### src/rtl/uart_cmd_pkg.sv
// Shared constants, types and command ROM contents for the UART command receiver.
package uart_cmd_pkg;

  localparam int unsigned DefaultLineLen    = 32;
  localparam int unsigned DefaultMsgCount   = 8;
  localparam int unsigned DefaultRomLatency = 2;

  localparam logic [7:0] CharCr = 8'h0D;
  localparam logic [7:0] CharLf = 8'h0A;

  typedef enum logic [1:0] {StReceive, StDiscard, StMatch, StDone} state_e;

  typedef logic [2:0] cmd_id_t;

  localparam cmd_id_t CmdLed    = 3'd0;
  localparam cmd_id_t CmdHello  = 3'd1;
  localparam cmd_id_t CmdReset  = 3'd2;
  localparam cmd_id_t CmdTest   = 3'd3;
  localparam cmd_id_t CmdEcho   = 3'd4;
  localparam cmd_id_t CmdStatus = 3'd5;
  localparam cmd_id_t CmdLoop   = 3'd6;
  localparam cmd_id_t CmdOff    = 3'd7;

  // Each command string is left-justified in 8 bytes and null padded; slot bytes 8+ are 0x00.
  localparam int unsigned CmdStrBytes = 8;

  function automatic logic [7:0] cmd_rom_byte(input cmd_id_t slot, input int unsigned idx);
    logic [8*CmdStrBytes-1:0] str;
    logic [8*CmdStrBytes-1:0] shifted;
    unique case (slot)
      CmdLed:    str = {"LED", 40'h0};
      CmdHello:  str = {"HELLO", 24'h0};
      CmdReset:  str = {"RESET", 24'h0};
      CmdTest:   str = {"TEST", 32'h0};
      CmdEcho:   str = {"ECHO", 32'h0};
      CmdStatus: str = {"STATUS", 16'h0};
      CmdLoop:   str = {"LOOP", 32'h0};
      default:   str = {"OFF", 40'h0};
    endcase
    shifted = str << (8 * idx);
    if (idx >= CmdStrBytes) begin
      return 8'h00;
    end
    return shifted[8*CmdStrBytes-1 -: 8];
  endfunction

endpackage

### src/rtl/uart_commands.sv
// Command string ROM: 8 slots of null-terminated strings, registered address and output.
module uart_commands
  import uart_cmd_pkg::*;
#(
  parameter int unsigned IdxW  = 5,
  parameter int unsigned AddrW = 3 + IdxW
) (
  input  logic             clock,
  input  logic [AddrW-1:0] address,
  output logic [7:0]       data
);

  logic [AddrW-1:0] addr_q;
  logic [7:0]       data_q;

  always_ff @(posedge clock) begin
    addr_q <= address;
    data_q <= cmd_rom_byte(cmd_id_t'(addr_q[AddrW-1:IdxW]), 32'(addr_q[IdxW-1:0]));
  end

  assign data = data_q;

endmodule

### src/rtl/uart_receive_command.sv
// Buffers a UART line up to CR/LF, then walks the command ROM slot by slot looking
// for an exact match and reports the command id, unknown, or overflow.
module uart_receive_command
  import uart_cmd_pkg::*;
#(
  parameter int unsigned LineLen    = DefaultLineLen,
  parameter int unsigned MsgCount   = DefaultMsgCount,
  parameter int unsigned RomLatency = DefaultRomLatency
) (
  input  logic       clock,
  input  logic       reset_n,
  input  logic       uart_rx_byte_ready,
  input  logic [7:0] uart_rx_byte,
  output logic       busy,
  output logic       command_valid,
  output logic [2:0] command_id,
  output logic       command_unknown,
  output logic       command_overflow,
  output logic       rx_dropped
);

  localparam int unsigned LenW  = $clog2(LineLen);
  localparam int unsigned WaitW = $clog2(RomLatency + 1);
  localparam logic [LenW-1:0]  MaxLen   = LenW'(LineLen - 1);
  localparam logic [WaitW-1:0] WaitLast = WaitW'(RomLatency);
  localparam cmd_id_t          LastSlot = cmd_id_t'(MsgCount - 1);

  state_e            state_q, state_d;
  logic [LenW-1:0]   len_q, len_d;
  logic [LenW-1:0]   idx_q, idx_d;
  cmd_id_t           slot_q, slot_d;
  logic [WaitW-1:0]  wait_q, wait_d;
  logic              valid_q, valid_d;
  logic              unknown_q, unknown_d;
  logic              overflow_q, overflow_d;
  cmd_id_t           id_q, id_d;
  logic [7:0]        line_q [LineLen];
  logic [7:0]        rom_data;
  logic              store_en;
  logic              is_term;

  uart_commands #(
    .IdxW (LenW)
  ) u_rom (
    .clock   (clock),
    .address ({slot_q, idx_q}),
    .data    (rom_data)
  );

  assign is_term = (uart_rx_byte == CharCr) || (uart_rx_byte == CharLf);

  always_comb begin
    state_d    = state_q;
    len_d      = len_q;
    idx_d      = idx_q;
    slot_d     = slot_q;
    wait_d     = wait_q;
    valid_d    = 1'b0;
    unknown_d  = 1'b0;
    overflow_d = 1'b0;
    id_d       = id_q;
    store_en   = 1'b0;
    unique case (state_q)
      StReceive: begin
        if (uart_rx_byte_ready) begin
          if (!is_term) begin
            if (len_q < MaxLen) begin
              store_en = 1'b1;
              len_d    = len_q + LenW'(1);
            end else begin
              state_d = StDiscard;
            end
          end else if (len_q != '0) begin
            state_d = StMatch;
            slot_d  = '0;
            idx_d   = '0;
            wait_d  = '0;
          end
        end
      end
      StDiscard: begin
        if (uart_rx_byte_ready && is_term) begin
          overflow_d = 1'b1;
          len_d      = '0;
          state_d    = StReceive;
        end
      end
      StMatch: begin
        // Address is held for RomLatency extra clocks before rom_data belongs to it.
        if (wait_q != WaitLast) begin
          wait_d = wait_q + WaitW'(1);
        end else begin
          wait_d = '0;
          if ((idx_q < len_q) && (rom_data == line_q[idx_q])) begin
            idx_d = idx_q + LenW'(1);
          end else if ((idx_q == len_q) && (rom_data == 8'h00)) begin
            valid_d = 1'b1;
            id_d    = slot_q;
            state_d = StDone;
          end else if (slot_q < LastSlot) begin
            slot_d = slot_q + 3'd1;
            idx_d  = '0;
          end else begin
            unknown_d = 1'b1;
            state_d   = StDone;
          end
        end
      end
      StDone: begin
        len_d   = '0;
        state_d = StReceive;
      end
      default: state_d = StReceive;
    endcase
  end

  always_ff @(posedge clock) begin
    if (!reset_n) begin
      state_q    <= StReceive;
      len_q      <= '0;
      idx_q      <= '0;
      slot_q     <= '0;
      wait_q     <= '0;
      valid_q    <= 1'b0;
      unknown_q  <= 1'b0;
      overflow_q <= 1'b0;
      id_q       <= '0;
    end else begin
      state_q    <= state_d;
      len_q      <= len_d;
      idx_q      <= idx_d;
      slot_q     <= slot_d;
      wait_q     <= wait_d;
      valid_q    <= valid_d;
      unknown_q  <= unknown_d;
      overflow_q <= overflow_d;
      id_q       <= id_d;
    end
  end

  always_ff @(posedge clock) begin
    if (store_en) begin
      line_q[len_q] <= uart_rx_byte;
    end
  end

  assign busy             = (state_q == StMatch);
  assign rx_dropped       = uart_rx_byte_ready && ((state_q == StMatch) || (state_q == StDone));
  assign command_valid    = valid_q;
  assign command_unknown  = unknown_q;
  assign command_overflow = overflow_q;
  assign command_id       = id_q;

endmodule
### config.mk
export PLATFORM = sky130hd
export DESIGN_NAME = uart_receive_command
export DESIGN_NICKNAME = d
export VERILOG_FILES = /design/src/rtl/uart_cmd_pkg.sv /design/src/rtl/uart_commands.sv /design/src/rtl/uart_receive_command.sv
export SDC_FILE = /design/constraint.sdc
export NUM_CORES = 1
export LEC_CHECK = 0
export CAP_MARGIN = 30
export CORE_MARGIN = 1
export CORE_UTILIZATION = 50
export CTS_CLUSTER_SIZE = 14
export DETAILED_ROUTE_END_ITERATION = 12
export PLACE_DENSITY = 0.75
export SYNTH_ARGS = -nofsm -noshare
export SYNTH_HDL_FRONTEND = slang
export SYNTH_HIERARCHICAL = 1
export SYNTH_SLANG_ARGS = --single-unit
### constraint.sdc
create_clock -name clock -period 10.2 [get_ports clock]
set_input_delay 2.04 -clock clock [delete_from_list [all_inputs] [get_ports clock]]
set_output_delay 2.04 -clock clock [all_outputs]
set_load 0.005 [all_outputs]
==> results.sh <==
export IMPL_placed_cell_area_um2=12800
export IMPL_clkTransAtPathRegs_ns=0.06
export IMPL_power_leakage_uw=0.00434
export IMPL_diodes=0
export IMPL_ctsHoldBuffers=0
export IMPL_grt_util_all_layers=0.224
export IMPL_ys_types=69
export IMPL_cts_tree="yes"
export IMPL_synth_warnings=6
export IMPL_placementRows=57
export IMPL_hp_start="idx_q[0]$_SDFFE_PN0P_"
export IMPL_status="complete, no violations"
export IMPL_cp_max_fo=4
export IMPL_crit_path_end_kind="output port"
export IMPL_tns_ns=0
export IMPL_worst_pin_slew_ns=0.817
export IMPL_synth_main_ff_cell="edfxtp_1"
export IMPL_ctsHtreeMaxLevel=1
export IMPL_grt_max_degree=52
export IMPL_max_freq_mhz=190
export IMPL_drtIter0Drc=704
export IMPL_die_width_um=159
export IMPL_grt_pass1_wl_um=42600
export IMPL_routed_wl_um=27900
export IMPL_synth_cells=748
export IMPL_rsz0062_at_grt="no"
export IMPL_post_place_cells=1066
export IMPL_portBuffers=18
export IMPL_finClkSkew_ns=0.0322
export IMPL_antenna_found_initial=0
export IMPL_yosysSeqAreaShare=0.691
export IMPL_hold_path_class="reg -> reg"
export IMPL_grt_overflow=0
export IMPL_slew_headroom=0.451
export IMPL_critPathRequiredTime_ns=8.16
export IMPL_fin_area_um2=13800
export IMPL_crit_path_start_kind="primary input"
export IMPL_avgSynthCellArea_um2=16.5
export IMPL_drive_gt1_frac=0.164
export IMPL_reg2reg_depth=10
export IMPL_cp_arrival_ns=3.21
export IMPL_synth_top_area_share=0.623
export IMPL_vias_per_cell=6.17
export IMPL_finalNonFillerCells=1121
export IMPL_mostFrequentLayoutCell="edfxtp_1"
export IMPL_final_core_util=0.569
export IMPL_die_area_um2=25300
export IMPL_clk_latency_ns=0.58
export IMPL_synth_seq_cells=298
export IMPL_cts_made_buffers=30
export IMPL_cts_resized=0
export IMPL_startpoint="uart_rx_byte_ready"
export IMPL_die_y_um=159
export IMPL_final_max_slew_viol_count=0
export IMPL_nFillCells=1893
export IMPL_cts_root_buf="clkbuf_16"
export IMPL_core_area_um2=24200
export IMPL_start_util=0.509
export IMPL_grt_pass1_vias=6841
export IMPL_synthesis_area_um2=12300
export IMPL_post_route_period_util=0.515
export IMPL_io_pins=19
export IMPL_setup_viol=0
export IMPL_netlist_top_cell_by_area="edfxtp_1"
export IMPL_firstDrtPassIters=5
export IMPL_p_per_area_nw_per_um2=179
export IMPL_critPathKind="in -> out"
export IMPL_cts_sinks=298
export IMPL_drc=0
export IMPL_place_gp_congestion=0.864
export IMPL_netlist_top_cells_area="edfxtp_1 62%, mux4_2 10%, dfxtp_1 6.8%, mux2i_1 2.8%, nor2_1 1.8%"
export IMPL_max_cap_violations=0
export IMPL_syn_to_final_growth_pct=11.8
export IMPL_num_vias=6912
export IMPL_synth_edf_count=256
export IMPL_async_flop_share=0
export IMPL_cts_path_max_buffers=3
export IMPL_min_period_ns=5.25
export IMPL_post_cts_buffers=0
export IMPL_place_detailed_hpwl_um=17500
export IMPL_final_cell_mix="256 x edfxtp_1, 59 x nor2_1, 57 x mux4_2"
export IMPL_nets=796
export IMPL_ant_nets=0
export IMPL_peakVddDrop_uv=150
export IMPL_avgRoutedWirePerCell_um=24.9
export IMPL_hold_depth=0
export IMPL_hold_viol=0
[flip-flops by register name, summed over array words and instances (netlist names), named ones only]
| name | cells |
|---|---|
| command_id | 3 |
| command_overflow | 1 |
| command_unknown | 1 |
| command_valid | 1 |
| idx_q | 5 |
| len_q | 5 |
| line_q | 256 |
| slot_q | 3 |
| state_q | 2 |
| u_rom/addr_q | 8 |
| u_rom/data | 6 |
| wait_q | 2 |
[metrics by stage]
step                      total power, uW  hold slack, ns  setup WS [ns]
after floorplan                      1380           0.368           5.98
after global placement               1410           0.389           4.85
after detailed placement             1420           0.392           4.71
after CTS                            2470           0.400           4.95
after global routing                 2520           0.417           4.89
final                                2460           0.392           4.95
[where the power goes]
| part | switching (uW) | internal [uW] |
|---|---|---|
| sequential | 2.18 | 1330 |
| combinational | 43.8 | 16.7 |
| clock | 462 | 612 |
| total | 508 | 1960 |
[path summary, 6_finish.rpt]
kind / to / slack (ns)
max: rx_dropped / 4.95
min: u_rom/addr_q[0]$_DFF_P_ / 0.39
max reg2reg: register / 5.32
min reg2reg: u_rom/addr_q[0]$_DFF_P_ / 0.39
[kinds of logic after synthesis]
logic type	count (synthesis)	synth area share
AOI/OAI and AO/OA	88	0.0519
xor gates and xnor gates	12	0.00852
adders and majority gates	11	0.0112
buffers and inverters	55	0.0223
DFF	298	0.691
muxes	99	0.139
other	1	0.000304
and+or+nand+nor	184	0.0757
[synthesized netlist by cell type, types with 3 or more instances]
cell type,n
buf_4,6
nor2_1,59
and2_1,4
or3_1,3
edfxtp_1,256
inv_1,16
dfxtp_1,42
o21ai_0,11
nor2b_1,9
o31a_1,3
a21o_1,3
and3_1,3
nor3_1,12
clkbuf_1,17
ha_1,11
a21oi_1,17
nand4b_1,3
nor4_1,4
nand2_1,33
buf_6,5
o21a_1,3
buf_2,7
xnor2_1,4
nand2b_1,3
mux2_2,7
a22o_1,4
o2111ai_1,4
mux4_2,57
a211oi_1,4
o211ai_1,7
xor2_1,8
nand3_1,25
a221oi_1,3
nand4_1,7
o211a_1,4
a22oi_1,5
a31oi_1,4
mux2i_1,35
a211o_1,3
[metal layers]
layer | global-route usage | wire, um | up-vias
met3 | 0.0341 | 2520 | 59
met1 | 0.319 | 11200 | 3435
met4 | 0.0717 | 830 | 0
li1 | - | - | 3023
met2 | 0.359 | 13300 | 395
met5 | 0 | 0 | -
[cell type report]
class,instances,area [um2],share of cell area
clock buffers,40,845,0.0612
clock inverters,15,138,0.00998
flip-flops and latches,298,8530,0.619
repair buffers,30,270,0.0196
multi-input cells,396,3540,0.256
inverters,18,67.6,0.00490
well taps,324,405,0.0294
[worst max-delay path, stage by stage]
cell and delay, ns:
clkdlybuf4s50_1 0.52, and2_1 0.15, clkdlybuf4s50_1 0.49
Power figures use the tool's default switching activity.
